File: config.mk
export PLATFORM = sky130hd
export DESIGN_NAME = cacheline_adapter
export DESIGN_NICKNAME = d
export VERILOG_FILES = /design/src/rtl/cache_pkg.sv /design/src/rtl/cacheline_adapter.sv
export SDC_FILE = /design/constraint.sdc
export NUM_CORES = 1
export LEC_CHECK = 0
export ABC_CLOCK_PERIOD_IN_PS = 2800
export CORE_MARGIN = 3
export CORE_UTILIZATION = 25
export DETAILED_ROUTE_END_ITERATION = 10
export PLACE_DENSITY_LB_ADDON = 0.25
export SLEW_MARGIN = 30
export SYNTH_ARGS = -nofsm -noshare
export SYNTH_HDL_FRONTEND = slang
export SYNTH_SLANG_ARGS = --single-unit
File: constraint.sdc
create_clock -name clk -period 2.8 [get_ports clk]
set_input_delay 0.28 -clock clk [delete_from_list [all_inputs] [get_ports clk]]
set_output_delay 0.28 -clock clk [all_outputs]
set_load 0.01 [all_outputs]
File: src/rtl/cache_pkg.sv
// Shared cache-side types and constants.
// Used by the dfp-to-bmem cacheline adapter.
package cache_pkg;

   localparam int LINE_OFFSET_BITS = 5;
   localparam int BURST_LEN        = 4;

   typedef enum logic [2:0] {
      IDLE    = 3'd0,
      RD_REQ  = 3'd1,
      RD_DATA = 3'd2,
      WR      = 3'd3,
      DONE    = 3'd4
   } adapter_state_t;

endpackage

File: src/rtl/cacheline_adapter.sv
// Cacheline adapter: 256-bit dfp line transfers to
// 4-beat 64-bit bmem bursts, one transaction at a time.
module cacheline_adapter #(
   parameter int BEAT_W    = 64,
   parameter int BURST_LEN = cache_pkg::BURST_LEN,
   parameter int LINE_W    = 256
) (
   input  logic              clk,
   input  logic              rst,
   input  logic [31:0]       dfp_addr,
   input  logic              dfp_read,
   input  logic              dfp_write,
   input  logic [LINE_W-1:0] dfp_wdata,
   output logic [LINE_W-1:0] dfp_rdata,
   output logic              dfp_resp,
   output logic [31:0]       bmem_addr,
   output logic              bmem_read,
   output logic              bmem_write,
   output logic [BEAT_W-1:0] bmem_wdata,
   input  logic              bmem_ready,
   input  logic [31:0]       bmem_raddr,
   input  logic [BEAT_W-1:0] bmem_rdata,
   input  logic              bmem_rvalid
);

   import cache_pkg::*;

   localparam int CNT_W = (BURST_LEN > 1) ? $clog2(BURST_LEN) : 1;

   if (LINE_W != BEAT_W * BURST_LEN) begin : g_bad_cfg
      $error("cacheline_adapter: LINE_W must equal BEAT_W*BURST_LEN");
   end

   adapter_state_t    state;
   logic [CNT_W-1:0]  cnt;
   logic [31:0]       addr;
   logic [LINE_W-1:0] rline;
   logic [LINE_W-1:0] wline;
   logic              last;
   logic              unused_ok;

   assign last      = (cnt == CNT_W'(BURST_LEN - 1));
   assign unused_ok = ^{dfp_addr[LINE_OFFSET_BITS-1:0], bmem_raddr};

   // Transaction FSM, beat counter and line buffers.
   always_ff @(posedge clk) begin
      if (rst) begin
         state <= IDLE;
         cnt   <= '0;
         addr  <= '0;
         rline <= '0;
         wline <= '0;
      end else begin
         unique case (state)
            IDLE: begin
               cnt <= '0;
               if (dfp_write) begin
                  addr  <= {dfp_addr[31:LINE_OFFSET_BITS],
                            {LINE_OFFSET_BITS{1'b0}}};
                  wline <= dfp_wdata;
                  state <= WR;
               end else if (dfp_read) begin
                  addr  <= {dfp_addr[31:LINE_OFFSET_BITS],
                            {LINE_OFFSET_BITS{1'b0}}};
                  state <= RD_REQ;
               end
            end
            RD_REQ: begin
               if (bmem_ready) begin
                  cnt   <= '0;
                  state <= RD_DATA;
               end
            end
            RD_DATA: begin
               if (bmem_rvalid) begin
                  rline[BEAT_W*cnt +: BEAT_W] <= bmem_rdata;
                  cnt <= last ? '0 : cnt + CNT_W'(1);
                  if (last) state <= DONE;
               end
            end
            WR: begin
               if (bmem_ready) begin
                  cnt <= last ? '0 : cnt + CNT_W'(1);
                  if (last) state <= DONE;
               end
            end
            DONE: begin
               state <= IDLE;
            end
            default: begin
               state <= IDLE;
            end
         endcase
      end
   end

   assign dfp_resp   = (state == DONE);
   assign dfp_rdata  = rline;
   assign bmem_read  = (state == RD_REQ);
   assign bmem_write = (state == WR);
   assign bmem_addr  = (state == RD_REQ || state == RD_DATA ||
                        state == WR) ? addr : '0;
   assign bmem_wdata = (state == WR) ?
                       wline[BEAT_W*cnt +: BEAT_W] : '0;

   a_both_req: assert property (@(posedge clk) disable iff (rst)
      !(state == IDLE && dfp_read && dfp_write))
      else $warning("cacheline_adapter: read+write together, write wins");

   a_rvalid_req: assert property (@(posedge clk) disable iff (rst)
      !(state == RD_REQ && bmem_rvalid))
      else $error("cacheline_adapter: rvalid before read accepted");

   a_raddr: assert property (@(posedge clk) disable iff (rst)
      (state == RD_DATA && bmem_rvalid) |-> (bmem_raddr == addr))
      else $error("cacheline_adapter: read beat address tag mismatch");

endmodule
After elaboration in Yosys (flattened, before gate mapping)
Index checks and enable logic that the tools add are counted.

operators by class
  reduce and logical (&&, ||, !) cells = 10
  shifts and indexed selects = 3
  add/sub/neg operators = 2
  equal/unequal tests = 9
  multiplexer cells = 17

operators with widths
  kind                                                     count
  bitwise mux 256 bit                                      1
  variable shift 64 x 34 -> 256 bit, first input constant  1
  variable part select 256 x 9 -> 64 bit                   1
  variable part select 64 x 34 -> 256 bit                  1
  two-way mux 32 bit                                       3
  two-way mux 64 bit                                       1
  negation 8 -> 34 bit                                     1
  two-way mux 3 bit                                        6
  one-hot mux 3 bit (4 select lines)                       1
  two-way mux 2 bit                                        4
  one-hot mux 2 bit (4 select lines)                       1
  AND reduction 4 bit                                      2
  equality test 3 x 2 -> 1 bit, second input constant      2
  AND reduction 2 bit                                      3
  inequality test 2 x 1 -> 1 bit, second input constant    2
  nonzero test 4 bit                                       1
  equality test 3 x 1 -> 1 bit, second input constant      1
  equality test 3 bit, second input constant               1
  logical NOT 3 bit                                        1
  inequality test 3 bit, second input constant             1
  adder 2 x 1 -> 2 bit, second input constant              1
  equality test 2 bit, second input constant               1
  logical OR 1 bit                                         2
  inequality test 2 bit, second input constant             1
  nonzero test 2 bit                                       1

word-level totals
  input bits = 390
  flip-flop bits (word level) = 549
  word-level logic and storage cells = 46

Logic depth before layout (Yosys ltp)
Gate-level depths: netlist (run 1).

  depth in word-level cells = 4
  gate-level depth with buffers = 9
  mapped depth without buffers = 5

Worst setup path before layout (run 1)
Ideal clock, no wire load.

  path kind = register -> register
  start point = register cnt[1]
  end point = register rline[142] (netlist: dfp_rdata[142])
  cell stages (with the launch flop) = 10
  buffers on the path = 4
  path slack = 0.540 ns
  data required time = 2.726 ns
  data arrival time = 2.186 ns
  clock period less this slack = 2.260 ns
  path through = dfxtp_1 -> buf_2 -> buf_1 -> inv_1 -> ha_1 -> nor3b_1 -> buf_2 -> clkbuf_1 -> nand4_1 -> o21ai_0

between the ends
  word-level cells in the longest chain between the ends = 3
  elaborated cells on any way between the ends = 4

RTL lines
  item                                                                                          line                     RTL
  start: declaration                                                                            cacheline_adapter.sv:35  logic [CNT_W-1:0] cnt;
  start signal: assignment                                                                      cacheline_adapter.sv:77  cnt <= last ? '0 : cnt + CNT_W'(1);
  start signal: assignment                                                                      cacheline_adapter.sv:83  cnt <= last ? '0 : cnt + CNT_W'(1);
  negation 8 -> 34 bit (*)                                                                      cacheline_adapter.sv:76  rline[BEAT_W*cnt +: BEAT_W] <= bmem_rdata;
  variable part select 64 x 34 -> 256 bit or variable shift 64 x 34 -> 256 bit (tied branches)  cacheline_adapter.sv:76
  bitwise mux 256 bit (*)                                                                       cacheline_adapter.sv:76
  end signal: indexed assignment                                                                cacheline_adapter.sv:76
  end: declaration                                                                              cacheline_adapter.sv:37  logic [LINE_W-1:0] rline;

Every way passes the cells marked *; elsewhere a longest branch is shown, timed or not.
A chain may end at the register's enable or synchronous reset.

Worst setup path after layout (run 1)
  start point = register cnt[0]
  end point = output bmem_wdata[29]

between the ends
  word-level cells in the longest chain between the ends = 2

RTL lines
  item                                    line                      RTL
  variable part select 256 x 9 -> 64 bit  cacheline_adapter.sv:104  wline[BEAT_W*cnt +: BEAT_W] : '0;
  two-way mux 64 bit                      cacheline_adapter.sv:103  assign bmem_wdata = (state == WR) ?
  end: declaration                        cacheline_adapter.sv:19   output logic [BEAT_W-1:0] bmem_wdata,

No other way between the ends.

==> flow_metrics.py, run 1 <==
metrics = {
    "final_layout": {
        "multiInputGateArea_sq_mm": 0.01058,
        "regArea_sq_mm": 0.01090,
        "postLayoutCellArea_sq_mm": 0.03350,
        "final_util_pct": 37.04,
        "nNetsFinal": 3689,
        "layout-drive-gt1-share_pct": 10.38,
        "synthToLayoutAreaGrowth_pct": 46.43,
        "nFillCells": 9365,
    },
    "setup_path": {
        "reg2regPathDepth": 8,
        "r2r-end": "dfp_rdata[62]$_SDFFE_PP0P_",
        "criticalPathCategory": "reg -> out",
        "slowest_delay_ps": 530,
        "path_max_fanout": 10,
        "crit_chain": "buf_12 -> buf_12 -> buf_12 -> mux4_2 -> and3_1 -> dlygate4sd2_1",
        "reg2reg_from": "cnt[0]$_SDFFE_PP0P_",
        "cp.arrival_ps": 2420,
        "critical_path.top_delay_family": "buffers and inverters",
        "worst_setup_path_end_kind": "output pin",
        "cp_common_cell": "buf_12",
        "worstSetupStartpointType": "register",
        "worstPathRequired_ps": 2520,
        "r2r_slack_ps": 650,
        "cp_num_buf_inv": 4,
        "slowest_stage": "mux4_2",
    },
    "clock_network": {
        "cts_tree": "done",
        "cts_root_buf": "clkbuf_16",
        "clkSinkCount": 544,
        "cts.clk_slew.worst_paths_ps": 60,
        "clk_path_buf_depth": 3,
        "insertion_delay_ps": 600,
        "clock_tree.htree_level_count": 3,
        "cts_hold_buf": 0,
        "numCtsBuffers": 68,
    },
    "timing": {
        "setup_viol": 0,
        "fmax_mhz": 369.8,
        "period_share_pct": 96.57,
        "fin_worst_skew_ps": 18.34,
        "fin_crit_ps": 2704,
        "max_slew_margin_pct": 39.84,
        "max_slew.worst_pin.slew_ps": 900.5,
        "hold_viol": 0,
        "final.setup.worst_slack_ps": 96.12,
        "rsz0062_at_grt": "no",
        "slew_viol_final": 0,
    },
    "synth": {
        "yosys.area.top_type": "dfxtp_1",
        "yosysMostFrequentCell": "nand2_1",
        "async_flop_share_pct": 0,
        "synth_flop_cell": "dfxtp_1",
        "ys_top_cells_by_count": "784 x nand2_1, 544 x dfxtp_1, 260 x o21ai_0, 256 x nand4_1, 227 x a21oi_1",
        "yosys_warnings": 0,
        "synth_cell_type_count": 38,
        "synth_area_leaders": "dfxtp_1 48%, nand2_1 13%, nand4_1 7.0%",
        "synth_area_sq_mm": 0.02287,
        "ys_seq_elements": 544,
        "synth_seq_area_share_pct": 47.61,
        "synth_top_area_share_pct": 47.61,
        "syn_inst": 2716,
        "avgSynthCellArea_sq_um": 8.422,
        "synth_edf_count": 0,
    },
    "place": {
        "hpwl_mm": 62.89,
        "placed_cell_area_sq_mm": 0.03093,
        "port_buffers": 702,
        "place_ws_ps": 285.8,
        "gp_congestion": 0.8437,
    },
    "global_routing": {
        "gr-total-overflow": 0,
        "antenna_found_initial": 27,
        "grt_pass1_vias": 21300,
        "grt_pass1_wl_mm": 139.4,
        "grt_max_degree": 160,
        "track_usage_pct": 19.10,
    },
    "min_path": {
        "min_to": "wline[160]$_SDFFE_PP0P_",
        "hold_path_depth": 3,
        "hp-class": "in -> reg",
        "min_from": "dfp_wdata[160]",
    },
    "power": {
        "power_leakage_nw": 12.11,
        "power_density_mw_per_mm2": 688.0,
        "vdd_drop_max_v": 0.0004667,
    },
    "floorplanning": {
        "die_y_microns": 308.5,
        "num_rows": 110,
        "core-area_sq_mm": 0.09042,
        "start_util_pct": 25.30,
        "die_x_microns": 308.5,
        "ioPinCount": 745,
        "dieArea_sq_mm": 0.09516,
    },
    "route": {
        "top_layer_used": "met5",
        "vias": 21780,
        "wl_per_cell_microns": 21.05,
        "via_per_inst": 4.801,
        "dr_wl_met2_mm": 44.08,
        "met1_length_mm": 38.95,
        "route.final.wire_length_mm": 95.52,
        "wl_met3_mm": 8.730,
        "drc": 0,
        "first_pass_iters": 7,
        "ant_nets": 0,
        "drt_iter0_drc": 1604,
    },
    "outcome": {
        "outcome": "completed",
    },
    "run": {
        "drv_cap": 0,
    },
}
==> worst max-delay path by stage <==
| stage | from | to | depth (start not counted) |
|---|---|---|---|
| floorplan | cnt[1]$_SDFFE_PP0P_ | dfp_rdata[142]$_SDFFE_PP0P_ | 9 |
| finish | cnt[0]$_SDFFE_PP0P_ | bmem_wdata[29] | 6 |
| global placement | cnt[0]$_SDFFE_PP0P_ | bmem_wdata[56] | 4 |
| detailed placement | cnt[0]$_SDFFE_PP0P_ | bmem_wdata[56] | 4 |
| global route | state[0]$_SDFFE_PP0P_ | bmem_addr[8] | 5 |
| CTS | cnt[0]$_SDFFE_PP0P_ | bmem_wdata[21] | 5 |
==> flip-flops by register name (all words and copies together) (netlist names) <==
signal / count
cnt: 2
addr: 27
wline: 256
dfp_rdata: 256
state: 3
==> metal layers <==
| metal | vias to the layer above | global-route usage [%] |
|---|---|---|
| li1 | 10510 | - |
| met1 | 10310 | 22.93 |
| met2 | 761 | 30.79 |
| met3 | 182 | 6.839 |
| met4 | 14 | 8.306 |
| met5 | - | 0 |
==> cell type report <==
class | count | area share, %
repair buffers | 785 | 24.50
clock inverters | 22 | 0.8255
multi-input cells | 1889 | 31.60
clock buffers | 97 | 5.921
flip-flops and latches | 544 | 32.54
inverters | 5 | 0.07844
diodes | 19 | 0.1419
well taps | 1176 | 4.393
==> stage by stage <==
step / cells / TNS, ps / hold WS, ps / power (W)
floorplan: 2720 / 0 / 415.9 / 0.01206
global placement: 4379 / 0 / 438.4 / 0.01421
detailed placement: 4379 / 0 / 442.6 / 0.01421
CTS: 4509 / -759.1 / 172.8 / 0.02331
global route: 4530 / 0 / 191.6 / 0.02417
finish: 4537 / 0 / 221.8 / 0.02305
==> kinds of logic (layout without fill, tap and decap cells) <==
kind of cell	Yosys count	in the layout	synth area share, %
compound gates	523	523	12.02
fa+ha+maj	6	6	0.3282
buf+inv	287	909	6.449
flops	544	544	47.61
mux	91	91	7.483
other cells	1	24	0.01639
simple gates	1264	1264	26.09
==> power by group <==
group	leakage, nW	internal [W]	switching (W)
Sequential	4.42	0.00843	0.000401
Clock	1.10	0.00525	0.00365
Combinational	6.59	0.00220	0.00311
Total	12.1	0.0159	0.00716
==> worst register-to-register path, stage by stage, from the launching register on <==
cell	delay, ps
dfxtp_4	380
buf_6	190
inv_1	110
ha_2	340
nor3b_2	240
buf_12	270
buf_4	310
nand4_1	120
o21ai_0	120
==> cells in the final DEF (no fill, tap or decap), drive strengths merged <==
cell           Yosys  layout
a211o              1       1
a21oi            257     257
a221oi             1       1
and2              32      32
and3              65      65
and3b              1       1
and4bb             1       1
buf              133      82
bufbuf             0       1
bufinv             0       3
clkbuf           149      98
clkdlybuf4s15      0       4
clkdlybuf4s50      0     642
clkinv             0      13
clkinvlp           0       3
conb               1       5
dfxtp            544     544
diode              0      19
dlygate4sd2        0      39
dlymetal6s2s       0      16
ha                 6       6
inv                5       8
mux2i             27      27
mux4              64      64
nand2            824     824
nand2b             1       1
nand3              1       1
nand4            256     256
nor2               5       5
nor2b             69      69
nor3               2       2
nor3b              4       4
nor4b              1       1
o21a               1       1
o21ai            260     260
o311ai             2       2
o31ai              1       1
or3                1       1
or4b               1       1
==> repair_timing <==
| action | CTS | global route |
|---|---|---|
| cloned | 1 | 1 |
| setup buffers | 10 | 8 |
| endpoints found under the setup margin | 67 | 22 |
| gates resized for setup | 49 | 26 |
(Power assumes the default switching activity.)
==> inputs of run 2 (changes only) <==
--- a/config.mk
+++ b/config.mk
@@ -9,7 +9,7 @@
 export CORE_MARGIN = 3
 export CORE_UTILIZATION = 25
 export DETAILED_ROUTE_END_ITERATION = 10
-export PLACE_DENSITY_LB_ADDON = 0.25
+export PLACE_DENSITY = 0.53
 export SLEW_MARGIN = 30
 export SYNTH_ARGS = -nofsm -noshare
 export SYNTH_HDL_FRONTEND = slang
==> flow_metrics.py, run 2 (synthesis results as in run 1) <==
metrics = {
    "setup_path": {
        "r2r_slack_ps": 430,
        "worstSetupStartpointType": "register",
        "slowest_delay_ps": 490,
        "reg2regPathDepth": 9,
        "cp.arrival_ps": 2430,
        "reg2reg_from": "cnt[1]$_SDFFE_PP0P_",
        "path_max_fanout": 7,
        "criticalPathCategory": "reg -> out",
        "slowest_stage": "mux4_2",
        "crit_chain": "buf_12 -> buf_8 -> mux4_2 -> and3_1 -> clkdlybuf4s50_1",
        "r2r-end": "dfp_rdata[191]$_SDFFE_PP0P_",
        "worst_setup_path_end_kind": "output pin",
        "worstPathRequired_ps": 2520,
    },
    "floorplanning": {
        "num_rows": 110,
        "core-area_sq_mm": 0.09042,
        "die_x_microns": 308.5,
        "ioPinCount": 745,
        "start_util_pct": 25.30,
        "die_y_microns": 308.5,
        "dieArea_sq_mm": 0.09516,
    },
    "clock_network": {
        "cts_tree": "done",
        "cts.clk_slew.worst_paths_ps": 50,
        "cts_hold_buf": 0,
        "cts_root_buf": "clkbuf_16",
        "numCtsBuffers": 67,
        "clock_tree.htree_level_count": 3,
        "insertion_delay_ps": 610,
        "clk_path_buf_depth": 3,
        "clkSinkCount": 544,
    },
    "min_path": {
        "hold_path_depth": 2,
        "min_to": "wline[189]$_SDFFE_PP0P_",
        "hp-class": "in -> reg",
        "min_from": "rst",
    },
    "final_layout": {
        "regArea_sq_mm": 0.01090,
        "layout-drive-gt1-share_pct": 10.31,
        "nFillCells": 9399,
        "multiInputGateArea_sq_mm": 0.01057,
        "synthToLayoutAreaGrowth_pct": 46.58,
        "postLayoutCellArea_sq_mm": 0.03353,
        "final_util_pct": 37.08,
        "layout_commonest_cell": "nand2_1",
        "nNetsFinal": 3688,
        "layout_common_cells": "784 x nand2_1, 638 x clkdlybuf4s50_1, 540 x dfxtp_1, 260 x o21ai_0, 256 x nand4_1",
    },
    "route": {
        "ant_nets": 0,
        "via_per_inst": 4.791,
        "drt_iter0_drc": 1623,
        "route.final.wire_length_mm": 93.17,
        "vias": 21680,
        "wl_per_cell_microns": 20.59,
        "first_pass_iters": 5,
        "drc": 0,
    },
    "place": {
        "hpwl_mm": 61.91,
        "port_buffers": 702,
        "placed_cell_area_sq_mm": 0.03102,
        "gp_congestion": 0.7885,
    },
    "timing": {
        "slew_viol_final": 0,
        "holdWs_ps": 208.3,
        "max_slew.worst_pin.slew_ps": 717.7,
        "fmax_mhz": 369.6,
        "max_slew_margin_pct": 52.15,
        "setup_viol": 0,
        "hold_viol": 0,
        "fin_crit_ps": 2706,
        "period_share_pct": 96.64,
        "fin_worst_skew_ps": 23.11,
        "rsz0062_at_grt": "no",
    },
    "global_routing": {
        "gr-total-overflow": 0,
        "track_usage_pct": 18.69,
        "antenna_found_initial": 17,
        "grt_pass1_wl_mm": 137.0,
        "grt_max_degree": 130,
        "grt_pass1_vias": 21220,
    },
    "outcome": {
        "outcome": "completed",
    },
    "power": {
        "power_density_mw_per_mm2": 692.3,
        "p_total_w": 0.02321,
        "power_leakage_nw": 12.06,
        "vdd_drop_max_v": 0.0004122,
    },
    "run": {
        "drv_cap": 0,
    },
}
## run 2: cell count changes in the layout (fill, tap and decap cells not counted), moves of 5 or more
cell	delta
diode_2	-8
clkinv_2	-5
dlygate4sd2_1	+18
clkbuf_8	+5
dlymetal6s2s_1	-10
## run 2: layout make-up
| class | count | share of cell area, % |
|---|---|---|
| sequential | 544 | 32.51 |
| multi-input combinational | 1889 | 31.54 |
| timing repair buffer | 785 | 24.50 |
| clock buffer | 96 | 5.862 |
| tap | 1176 | 4.388 |
| clock inverter | 19 | 1.041 |
| antenna | 11 | 0.08210 |
| inverter | 5 | 0.07836 |
## run 2: worst max-delay path by stage
stage / slack, ps / end / cells after the start / start
final: 90 / bmem_wdata[40] / 5 / cnt[0]$_SDFFE_PP0P_
after global routing: 4 / bmem_wdata[40] / 5 / cnt[0]$_SDFFE_PP0P_
after detailed placement: 320 / bmem_wdata[24] / 4 / cnt[0]$_SDFFE_PP0P_
after global placement: 290 / bmem_wdata[24] / 4 / cnt[0]$_SDFFE_PP0P_
after CTS: -30 / bmem_wdata[35] / 5 / cnt[0]$_SDFFE_PP0P_
after floorplan: 540 / dfp_rdata[142]$_SDFFE_PP0P_ / 9 / cnt[1]$_SDFFE_PP0P_
## run 2: worst max-delay path: cells and delay by family, from the launching register on
| family | cells | cell delay (ps) |
|---|---|---|
| DFF | 1 | 360 |
| buffers and inverters | 3 | 770 |
| muxes | 1 | 490 |
| and+or+nand+nor | 1 | 200 |
## run 2: stage by stage
| stage | instances | setup slack, ps | TNS [ps] |
|---|---|---|---|
| floorplan | 2720 | 540.1 | 0 |
| global placement | 4387 | 289.9 | 0 |
| detailed placement | 4387 | 318.7 | 0 |
| CTS | 4514 | -29.85 | -33.35 |
| global route | 4520 | 4.450 | 0 |
| finish | 4525 | 94.15 | 0 |
## run 2: what timing repair did
action	CTS	global route
resized for setup	64	7
setup endpoints to repair	77	7
pin swaps	0	0
buffers inserted	10	0
gates cloned	2	0
## run 2: metal layers
metal	GRT usage [%]	wire, microns
met5	0	73
met1	22.56	37770
met2	30.50	43190
met4	7.374	3473
met3	6.455	8671
## run 2: power breakdown
part           switching (W)  internal [W]  leakage (nW)
Combinational        0.00309       0.00224          6.51
Clock                0.00365       0.00541          1.12
Sequential          0.000386       0.00843          4.42
Total                0.00713        0.0161          12.1
==> inputs of run 3 (changes only) <==
--- a/config.mk
+++ b/config.mk
@@ -10,7 +10,7 @@
 export CORE_UTILIZATION = 25
 export DETAILED_ROUTE_END_ITERATION = 10
 export PLACE_DENSITY = 0.53
-export SLEW_MARGIN = 30
+export SLEW_MARGIN = 10
 export SYNTH_ARGS = -nofsm -noshare
 export SYNTH_HDL_FRONTEND = slang
 export SYNTH_SLANG_ARGS = --single-unit
==> results of run 3 <==
No change in the layout: final DEF, timing and power equal those of run 2.
